<file path="src/rtl/wb_stage.sv">
// Writeback stage: selects the rd source, extends/aligns load data, and waits for the memory response.
// Optional macro WB_RETIRE_CNT_EN adds a 64-bit retired-instruction counter output.
module wb_stage #(
  parameter int unsigned XLEN = 32
) (
  input  logic            clk,
  input  logic            rst,
  input  logic            in_valid,
  output logic            in_ready,
  input  logic [1:0]      in_wb_sel,
  input  logic            in_rd_we,
  input  logic [4:0]      in_rd,
  input  logic            in_is_load,
  input  logic [2:0]      in_funct3,
  input  logic [1:0]      in_addr_lo,
  input  logic [XLEN-1:0] in_alu_result,
  input  logic [XLEN-1:0] in_pc_plus4,
  input  logic            mem_rsp_valid,
  input  logic [XLEN-1:0] mem_rsp_data,
  output logic            rf_we,
  output logic [4:0]      rf_waddr,
  output logic [XLEN-1:0] rf_wdata,
  output logic            wb_stall,
  output logic            misalign_err
`ifdef WB_RETIRE_CNT_EN
  ,
  output logic [63:0]     retire_count
`endif
);

  typedef enum logic {
    S_IDLE,
    S_WAIT_LOAD
  } state_t;

  state_t r_state;

  logic       r_rd_we;
  logic [4:0] r_rd;
  logic [2:0] r_funct3;
  logic [1:0] r_addr_lo;

  logic            w_idle;
  logic            w_accept;
  logic            w_ld_done;
  logic            w_ld_rd_we;
  logic [4:0]      w_ld_rd;
  logic [2:0]      w_ld_funct3;
  logic [1:0]      w_ld_addr_lo;
  logic [XLEN-1:0] w_ld_shift;
  logic [XLEN-1:0] w_ld_data;
  logic            w_ld_bad;
  logic            w_ld_write;
  logic            w_nl_write;
  logic [XLEN-1:0] w_nl_data;

  assign w_idle   = (r_state == S_IDLE);
  assign in_ready = w_idle;
  assign w_accept = in_valid & w_idle;
  assign wb_stall = (r_state == S_WAIT_LOAD) | (w_idle & in_valid & in_is_load & ~mem_rsp_valid);

  // A load completes either from the captured fields (WAIT_LOAD) or straight from the inputs
  // when the response arrives in the accept cycle.
  assign w_ld_done    = mem_rsp_valid & ((r_state == S_WAIT_LOAD) | (w_accept & in_is_load));
  assign w_ld_rd_we   = w_idle ? in_rd_we   : r_rd_we;
  assign w_ld_rd      = w_idle ? in_rd      : r_rd;
  assign w_ld_funct3  = w_idle ? in_funct3  : r_funct3;
  assign w_ld_addr_lo = w_idle ? in_addr_lo : r_addr_lo;

  assign w_ld_shift = mem_rsp_data >> {w_ld_addr_lo, 3'b000};

  always_comb begin
    w_ld_data = '0;
    w_ld_bad  = 1'b0;
    unique case (w_ld_funct3)
      3'b000: w_ld_data = {{24{w_ld_shift[7]}}, w_ld_shift[7:0]};
      3'b100: w_ld_data = {24'd0, w_ld_shift[7:0]};
      3'b001: begin
        w_ld_data = {{16{w_ld_shift[15]}}, w_ld_shift[15:0]};
        w_ld_bad  = w_ld_addr_lo[0];
      end
      3'b101: begin
        w_ld_data = {16'd0, w_ld_shift[15:0]};
        w_ld_bad  = w_ld_addr_lo[0];
      end
      3'b010: begin
        w_ld_data = w_ld_shift;
        w_ld_bad  = (w_ld_addr_lo != 2'd0);
      end
      default: w_ld_bad = 1'b1;
    endcase
  end

  // Loads that do not target a real register neither write nor report an error.
  assign w_ld_write = w_ld_rd_we & (w_ld_rd != 5'd0);

  assign w_nl_write = w_accept & ~in_is_load & in_rd_we & (in_rd != 5'd0) & (in_wb_sel != 2'b11);

  always_comb begin
    w_nl_data = '0;
    unique case (in_wb_sel)
      2'b01:   w_nl_data = in_alu_result;
      2'b10:   w_nl_data = in_pc_plus4;
      default: w_nl_data = '0;
    endcase
  end

  always_ff @(posedge clk or posedge rst) begin
    if (rst) begin
      r_state      <= S_IDLE;
      r_rd_we      <= 1'b0;
      r_rd         <= '0;
      r_funct3     <= '0;
      r_addr_lo    <= '0;
      rf_we        <= 1'b0;
      rf_waddr     <= '0;
      rf_wdata     <= '0;
      misalign_err <= 1'b0;
    end else begin
      rf_we        <= 1'b0;
      misalign_err <= 1'b0;

      if (w_ld_done) begin
        if (w_ld_write && !w_ld_bad) begin
          rf_we    <= 1'b1;
          rf_waddr <= w_ld_rd;
          rf_wdata <= w_ld_data;
        end else if (w_ld_write) begin
          misalign_err <= 1'b1;
        end
      end else if (w_nl_write) begin
        rf_we    <= 1'b1;
        rf_waddr <= in_rd;
        rf_wdata <= w_nl_data;
      end

      unique case (r_state)
        S_IDLE: begin
          if (w_accept && in_is_load && !mem_rsp_valid) begin
            r_rd_we   <= in_rd_we;
            r_rd      <= in_rd;
            r_funct3  <= in_funct3;
            r_addr_lo <= in_addr_lo;
            r_state   <= S_WAIT_LOAD;
          end
        end
        S_WAIT_LOAD: begin
          if (mem_rsp_valid) r_state <= S_IDLE;
        end
        default: r_state <= S_IDLE;
      endcase
    end
  end

`ifdef WB_RETIRE_CNT_EN
  always_ff @(posedge clk or posedge rst) begin
    if (rst) begin
      retire_count <= '0;
    end else if (w_ld_done || (w_accept && !in_is_load)) begin
      retire_count <= retire_count + 64'd1;
    end
  end
`endif

endmodule

</file>
<file path="config.mk">
export PLATFORM = sky130hd
export DESIGN_NAME = wb_stage
export DESIGN_NICKNAME = d
export VERILOG_FILES = /design/src/rtl/wb_stage.sv
export SDC_FILE = /design/constraint.sdc
export NUM_CORES = 1
export LEC_CHECK = 0
export CAP_MARGIN = 20
export CORE_MARGIN = 2
export CORE_UTILIZATION = 45
export CTS_CLUSTER_DIAMETER = 30
export CTS_CLUSTER_SIZE = 16
export DETAILED_ROUTE_END_ITERATION = 16
export PLACE_DENSITY = 0.86
export SLEW_MARGIN = 20
export SYNTH_ARGS = -nofsm -noshare
export SYNTH_HDL_FRONTEND = slang
export SYNTH_SLANG_ARGS = --single-unit
</file>
<file path="constraint.sdc">
create_clock -name clk -period 5.31 [get_ports clk]
set_input_delay 0.7965 -clock clk [delete_from_list [all_inputs] [get_ports clk]]
set_output_delay 0.7965 -clock clk [all_outputs]
set_load 0.01 [all_outputs]
</file>
==> results.toml, run 1 <==
[synthesis]
synthArstFlopShare_pct = 100
avgSynthCellArea_um2 = 8.69
synth_edf_count = 0
synth.mux.area_fraction_pct = 10.9
synth_top_area_share_pct = 37.7
synthSimpleGateAreaFrac_pct = 18.2
synthesis.nets = 507
synth_cell_type_count = 50
yosys.area_share.xor_xnor_pct = 0
ys_ff_latch = 51
yosysSeqAreaShare_pct = 37.7
ys.flop_type = "dfrtp_1"
synth_top_family_by_area = "compound AO/OA/AOI/OAI gates"
synth_top_cell_by_area = "dfrtp_1"
yosys-top-cells-count = "nor2_1 (52), dfrtp_1 (51), nand2_1 (46)"
synth-compound-area-share_pct = 27.1
synth_cells = 390
yosysWarnings = 0
synth_area_um2 = 3390
ys_top_cells_by_area = "dfrtp_1 (38%), mux2i_1 (6.2%), nor2_1 (5.8%), nand2_1 (5.1%), a21oi_1 (4.7%)"
synth_fa_ha_area_share_pct = 1.11
synth.most_common_cell = "nor2_1"

[drt]
drtIter0Drc = 237
drt-wirelength-per-cell_um = 18.5
ant_nets = 0
vias = 3709
routed_wl_mm = 11.6
drc = 0
first_pass_iters = 7
via_per_inst = 5.91

[sta]
report.final.hold_viol_count = 0
min_period_over_period_pct = 63.9
clock_skew_ps = 6.11
worst_pin_slew_ps = 989
min_period_ps = 3390
maxSlewViolCount = 0
hold_ws_ps = 520
max_slew_margin_pct = 32.8
max_freq_mhz = 295
rsz0062_at_grt = "false"
setup_tns_ps = 0
setup_violations = 0

[power]
power.share.sequential_pct = 38.1
power.leakage_nw = 2.00
p_per_area_nw_per_um2 = 307
clockPowerShare_pct = 18.5
power.switching_w = 0.000523
vdd_ir_drop_max_v = 0.000189
intPower_w = 0.00103
switching_share_pct = 33.8
power_frac_comb_pct = 43.4

[setup_path]
cp.required_ps = 4510
critPathMostFrequentCell = "clkdlybuf4s50_1"
slowest_delay_ps = 580
cp_top_family = "buffers and inverters"
path_cells = "clkdlybuf4s50_1, and4bb_2, or2_2, clkdlybuf4s50_1"
r2r_cells = 6
rr_startpoint = "r_state$_DFF_PP0_"
arrival_ps = 2600
cp_slowest_cell = "and4bb_2"
r2r-end = "rf_wdata[14]$_DFFE_PP0P_"
setup.worst_path.start_class = "input port"
path_max_fanout = 12
crit_buf_inv = 2
path_depth = 4
critPathKind = "in2out"
rrSetupSlack_ps = 2400
crit_path_end_kind = "output port"

[finish]
area_delta_synth_final_pct = 49.1
num_antenna_cells = 0
design_area_um2 = 5050
final_util_pct = 69.3
n_fill_cell = 600
fin_nets = 645
layout-drive-gt1-share_pct = 7.37

[floorplanning]
die-width_um = 90.8
num_io_pins = 155
die_area_um2 = 8240
rows = 31
start_util_pct = 46.5
die_h_um = 90.8
core_um2 = 7290

[placement]
place_area_um2 = 4930
gp_congestion = 0.919
dp_hpwl_mm = 8.76
portBuffers = 154

[clock_network]
path_clk_slew_ps = 100
cts-htree-levels = 2
clockRootBuffer = "clkbuf_8"
clock_latency_ps = 310
cts_resized = 0
postCtsSetupBuffers = 0
clock_sinks = 51
postCtsHoldBufs = 0
cts_tree = "done"
cts_buffers = 5
clockBufferDepth = 2

[global_route]
grt_pass1_vias = 3740
gr-usage-all-layers_pct = 28.1
grt_pass1_wl_mm = 18.6
grt-ovfl-total = 0
grt_max_degree = 70
antenna_found_initial = 0

[worst_hold_path]
min_path_type = "reg2reg"
hold_path_depth = 1
worstHoldStart = "r_rd_we$_DFFE_PP0P_"
holdPathEnd = "r_rd_we$_DFFE_PP0P_"

[job]
drv_cap = 0

[status]
status = "finished clean"
==> flip-flops by register name (all words and copies together), names as in the netlist <==
| register | flops |
|---|---|
| rf_waddr | 5 |
| r_rd | 5 |
| rf_we | 1 |
| r_state | 1 |
| rf_wdata | 32 |
| r_addr_lo | 2 |
| r_rd_we | 1 |
| r_funct3 | 3 |
| misalign_err | 1 |
==> routing by layer <==
metal	vias up	share of wire (%)	track usage, %
met5	-	0	0
met2	184	49	47.1
met4	0	2.2	10.2
met1	1790	40	35.1
li1	1709	-	-
met3	26	8.2	7.10
==> area by class of cell <==
cell class	count	area [um2]	area share, %
clock inverters	3	47.5	0.941
flip-flops and latches	51	1280	25.3
inverters	7	27.5	0.545
well taps	99	124	2.45
clock buffers	5	68.8	1.36
repair buffers	156	1560	30.8
multi-input cells	307	1950	38.6
==> cells by family after synthesis <==
group | count (synthesis)
AOI/OAI and AO/OA | 132
DFF | 51
buffers and inverters | 32
muxes | 35
and+or+nand+nor | 137
adders and majority gates | 3
==> layout by cell type, fill, tap and decap left out, types with 7 or more instances in the layout <==
cell	Yosys	final
nor2_1	52	52
nand3_1	7	7
a31oi_1	18	18
clkdlybuf4s50_1	0	154
a22oi_1	18	18
a22o_1	17	17
and2_1	8	8
o21ai_0	9	9
o22a_1	8	8
a32oi_1	8	8
nand2_1	46	46
mux2i_1	21	20
dfrtp_1	51	51
a21oi_1	32	32
mux2_2	13	13
==> per-stage QoR <==
step	setup WS (ps)	instances	total power (W)
2_1_floorplan	2980	390	0.000889
3_3_place_gp	2000	620	0.00124
3_5_place_dp	1930	620	0.00126
4_1_cts	1930	628	0.00155
5_1_grt	1860	628	0.00163
6_report	1920	628	0.00155
==> worst max path at each step <==
stage                  startpoint                  endpoint
finish              mem_rsp_valid                  wb_stall
global route        mem_rsp_valid                  wb_stall
CTS                 mem_rsp_valid                  wb_stall
detailed placement  mem_rsp_valid                  wb_stall
global placement    mem_rsp_valid                  wb_stall
floorplan                in_rd[3]  rf_wdata[15]$_DFFE_PP0P_
==> power groups by stage <==
stage	sequential, W	combinational [W]	clock [W]
2_1_floorplan	0.000629	0.000260	0
3_3_place_gp	0.000591	0.000651	0
3_5_place_dp	0.000593	0.000667	0
4_1_cts	0.000588	0.000672	0.000289
5_1_grt	0.000605	0.000724	0.000306
6_report	0.000591	0.000672	0.000286
(Power assumes the default switching activity.)
==> inputs of run 2 (changes only) <==
Settings changed: CORE_UTILIZATION 45 to 38, PLACE_DENSITY 0.86 to 0.77.
Clock period 5.31 ns to 3 ns, I/O delays scaled along.
==> results.toml, run 2 (synthesis gave the netlist of run 1 again) <==
[worst_hold_path]
min_path_type = "in2async"

[floorplanning]
start_util_pct = 39.1
die_area_um2 = 9690
rows = 34
core_um2 = 8680
die-width_um = 98.4
num_io_pins = 155
die_h_um = 98.4

[sta]
max_slew_margin_pct = 53.5
min_period_over_period_pct = 88.7
worst_pin_slew_ps = 697
clock_skew_ps = 5.65
setup_violations = 0
min_period_ps = 2660
max_freq_mhz = 376
report.final.hold_viol_count = 0
setup_tns_ps = 0
rsz0062_at_grt = "false"
maxSlewViolCount = 0

[global_route]
antenna_found_initial = 0
use_met3_pct = 5.32
grt_pass1_vias = 3480
grt_pass1_wl_mm = 17.9
gr-usage-all-layers_pct = 23.1
met1_usage_pct = 30.1
grt_max_degree = 37
met2_usage_pct = 38.6
top_usage_layer = "met2"
grt-ovfl-total = 0

[setup_path]
arrival_ps = 2210
slowest_delay_ps = 560
critPathMostFrequentCell = "clkdlybuf4s50_1"
cp_slowest_cell = "and4bb_2"
path_cells = "clkdlybuf4s50_1, and4bb_2, or2_2, clkdlybuf4s50_1"
setup.worst_path.start_class = "input port"
cp.required_ps = 2550
path_max_fanout = 12
critPathKind = "in2out"
crit_buf_inv = 2
cp_top_family = "buffers and inverters"
crit_path_end_kind = "output port"
rrSetupSlack_ps = 530

[status]
status = "finished clean"

[clock_network]
path_clk_slew_ps = 90
cts_buffers = 5
clockBufferDepth = 2
postCtsSetupBuffers = 0
cts-htree-levels = 2
cts_tree = "done"
postCtsHoldBufs = 0
clockRootBuffer = "clkbuf_8"
clock_latency_ps = 310
clock_sinks = 51
cts_resized = 0

[drt]
via_per_inst = 5.57
drc = 0
drt-wirelength-per-cell_um = 17.8
vias = 3595
ant_nets = 0
routed_wl_mm = 11.5
drtIter0Drc = 214
first_pass_iters = 5

[power]
p_total_w = 0.00281
power_frac_comb_pct = 42.8
intPower_w = 0.00191
vdd_ir_drop_max_v = 0.000264
p_per_area_nw_per_um2 = 545
power.switching_w = 0.000899
clockPowerShare_pct = 20.3
power.share.sequential_pct = 36.9
power.leakage_nw = 2.06
switching_share_pct = 32.0

[finish]
top_register = "rf_wdata"
layout-drive-gt1-share_pct = 8.36
layout_common_cells = "clkdlybuf4s50_1 (154), nor2_1 (52), dfrtp_1 (51), nand2_1 (46), a21oi_1 (32)"
reg_top3 = "rf_wdata x32, r_rd x5, rf_waddr x5"
largest_reg_flops = 32
fin_nets = 654
n_fill_cell = 802
num_antenna_cells = 0
design_area_um2 = 5150
area_delta_synth_final_pct = 52.0
mostFrequentLayoutCell = "clkdlybuf4s50_1"

[placement]
place_area_um2 = 5020
dp_hpwl_mm = 9.21
portBuffers = 154
gp_congestion = 0.926

[job]
drv_cap = 0
[run 2: cell count changes in the layout (fill, tap and decap cells not counted), sizes merged]
| cell | previous run | this run |
|---|---|---|
| buf | 2 | 11 |
| bufinv | 1 | 2 |
| clkbuf | 5 | 6 |
| clkinv | 2 | 0 |
[run 2: final cells by class]
type                            count  area [um2]  share of cell area [%]
Sequential cell                    51        1280                    24.8
Tap cell                          108         135                    2.62
Clock buffer                        6        72.6                    1.41
Timing Repair Buffer              165        1640                    31.8
Inverter                            7        26.3                   0.510
Clock inverter                      2        60.1                    1.17
Multi-Input combinational cell    307        1950                    37.8
[run 2: per-stage QoR]
stage	worst slack [ps]	hold slack (ps)	utilization, %	cells
after floorplan	1010	480	-	390
after global placement	350	493	57.9	638
after detailed placement	296	520	57.9	638
after CTS	337	343	59.4	646
after global routing	270	350	59.4	646
final	339	339	59.4	646
[run 2: final timing paths]
check | start | end | cells past startpoint
min in group clk | rf_waddr[4]$_DFFE_PP0P_ | rf_waddr[4]$_DFFE_PP0P_ | 2
min | rst | rf_wdata[2]$_DFFE_PP0P_ | 2
max in group asynchronous | rst | rf_wdata[19]$_DFFE_PP0P_ | 3
min reg2reg | rf_waddr[4]$_DFFE_PP0P_ | rf_waddr[4]$_DFFE_PP0P_ | 2
max reg2reg | r_state$_DFF_PP0_ | rf_wdata[24]$_DFFE_PP0P_ | 7
max | mem_rsp_valid | wb_stall | 4
[run 2: worst reg2reg max path, cell delays in order, from the launching register on]
cell	delay, ps
dfrtp_1	670
buf_4	250
and2b_1	200
a22oi_1	170
nor3_1	550
and2_1	210
o21ai_0	100
a31oi_1	240
[run 2: power by group through the flow]
| stage | Clock [W] | Combinational, W | Sequential (W) |
|---|---|---|---|
| 3_5_place_dp | 0 | 0.00120 | 0.00104 |
| 6_report | 0.000570 | 0.00120 | 0.00103 |
| 5_1_grt | 0.000604 | 0.00130 | 0.00106 |
| 4_1_cts | 0.000582 | 0.00120 | 0.00103 |
| 2_1_floorplan | 0 | 0.000460 | 0.00111 |
| 3_3_place_gp | 0 | 0.00118 | 0.00104 |
[run 2: routing by layer]
| layer | share of wire, % | vias up | routed length, um |
|---|---|---|---|
| met5 | 0 | - | 0 |
| met4 | 2.5 | 0 | 284 |
| met3 | 7.5 | 21 | 861 |
| met2 | 48 | 151 | 5510 |
| met1 | 42 | 1694 | 4840 |
| li1 | - | 1729 | - |
==> inputs of run 3 (changes only) <==
Settings changed: CORE_UTILIZATION 38 to 30, PLACE_DENSITY 0.77 to unset, SKIP_CTS_REPAIR_TIMING set to 1.
==> results.toml, run 3 (synthesis gave the netlist of run 1 again) <==
[status]
status = "finished clean"

[placement]
dp_hpwl_mm = 9.57
gp_congestion = 0.881
place_area_um2 = 5050
portBuffers = 154

[drt]
drc = 0
drt-wirelength-per-cell_um = 17.6
routed_wl_mm = 11.9
first_pass_iters = 5
drtIter0Drc = 206
ant_nets = 0
vias = 3535
via_per_inst = 5.22

[job]
drv_cap = 0

[global_route]
antenna_found_initial = 0
grt_max_degree = 33
grt_pass1_wl_mm = 18.5
grt_pass1_vias = 3570
grt-ovfl-total = 0
top_usage_layer = "met2"
met1_usage_pct = 26.3
met2_usage_pct = 32.8
gr-usage-all-layers_pct = 20.0
use_met3_pct = 4.82

[sta]
max_slew_margin_pct = 48.9
report.final.hold_viol_count = 0
worst_pin_slew_ps = 767
max_freq_mhz = 374
min_period_ps = 2670
min_period_over_period_pct = 89.1
maxSlewViolCount = 0
setup_violations = 0
clock_skew_ps = 6.09
rsz0062_at_grt = "false"
setup_tns_ps = 0

[setup_path]
setup.worst_path.start_class = "input port"
critPathMostFrequentCell = "clkdlybuf4s50_1"
r2r-end = "rf_wdata[26]$_DFFE_PP0P_"
cp_slowest_cell = "and4bb_2"
crit_path_end_kind = "output port"
slowest_delay_ps = 570
path_cells = "clkdlybuf4s50_1, and4bb_2, or2_2, clkdlybuf4s50_1"
r2r_cells = 6
cp.required_ps = 2550
critPathKind = "in2out"
cp_top_family = "buffers and inverters"
crit_buf_inv = 2
crit_start = "mem_rsp_valid"
path_max_fanout = 12
rr_startpoint = "r_state$_DFF_PP0_"
rrSetupSlack_ps = 550
arrival_ps = 2220

[power]
clockPowerShare_pct = 22.2
p_per_area_nw_per_um2 = 553
intPower_w = 0.00196
power_frac_comb_pct = 41.7
power.leakage_nw = 2.07
vdd_ir_drop_max_v = 0.000251
power.share.sequential_pct = 36.1
power.switching_w = 0.000919
switching_share_pct = 31.9

[floorplanning]
die_area_um2 = 12200
start_util_pct = 31.0
num_io_pins = 155
core_um2 = 10900
rows = 38
die_h_um = 110
die-width_um = 110

[finish]
n_fill_cell = 1094
register_area_um2 = 1280
fin_nets = 654
mostFrequentLayoutCell = "clkdlybuf4s50_1"
largest_reg_flops = 32
top_register = "rf_wdata"
design_area_um2 = 5210
area_delta_synth_final_pct = 53.6
reg_top3 = "rf_wdata x32, r_rd x5, rf_waddr x5"
multiInputGateArea_um2 = 1950
final_util_pct = 47.6
layout_common_cells = "clkdlybuf4s50_1 (154), nor2_1 (52), dfrtp_1 (51), nand2_1 (46), a21oi_1 (32)"
layout-drive-gt1-share_pct = 8.19
num_antenna_cells = 0

[clock_network]
cts_buffers = 5
clock_latency_ps = 290
path_clk_slew_ps = 70
cts-htree-levels = 2
cts_tree = "done"
clockRootBuffer = "clkbuf_16"
clock_sinks = 51
clockBufferDepth = 2

[worst_hold_path]
min_path_type = "in2async"
run 3: layer usage:
| metal | vias to the layer above | share of wire (%) |
|---|---|---|
| met1 | 1650 | 42 |
| met4 | 0 | 2.2 |
| met5 | - | 0 |
| met2 | 135 | 47 |
| met3 | 19 | 8.4 |
| li1 | 1731 | - |
run 3: layout make-up:
cell class | count | area share [%]
Tap cell | 140 | 3.36
Multi-Input combinational cell | 307 | 37.4
Timing Repair Buffer | 165 | 31.2
Inverter | 7 | 0.505
Sequential cell | 51 | 24.5
Clock buffer | 6 | 2.47
Clock inverter | 1 | 0.577
run 3: worst max-delay path by stage:
stage / to / slack (ps) / depth (start not counted)
global route: wb_stall / 230 / 4
global placement: wb_stall / 330 / 4
floorplan: rf_wdata[15]$_DFFE_PP0P_ / 1010 / 6
finish: wb_stall / 330 / 4
CTS: wb_stall / 310 / 4
detailed placement: wb_stall / 310 / 4
run 3: stage by stage:
step,hold slack (ps),setup WS [ps],power [W],instances
finish,479,327,0.00288,677
detailed placement,497,312,0.00226,670
global placement,493,332,0.00224,670
global route,541,231,0.00306,677
floorplan,480,1010,0.00157,390
CTS,497,307,0.00291,677
run 3: power groups by stage:
stage,Clock (W),Sequential [W],Combinational [W]
floorplan,0,0.00111,0.000460
global placement,0,0.00104,0.00119
detailed placement,0,0.00105,0.00121
CTS,0.000656,0.00104,0.00121
global route,0.000677,0.00107,0.00132
finish,0.000641,0.00104,0.00120
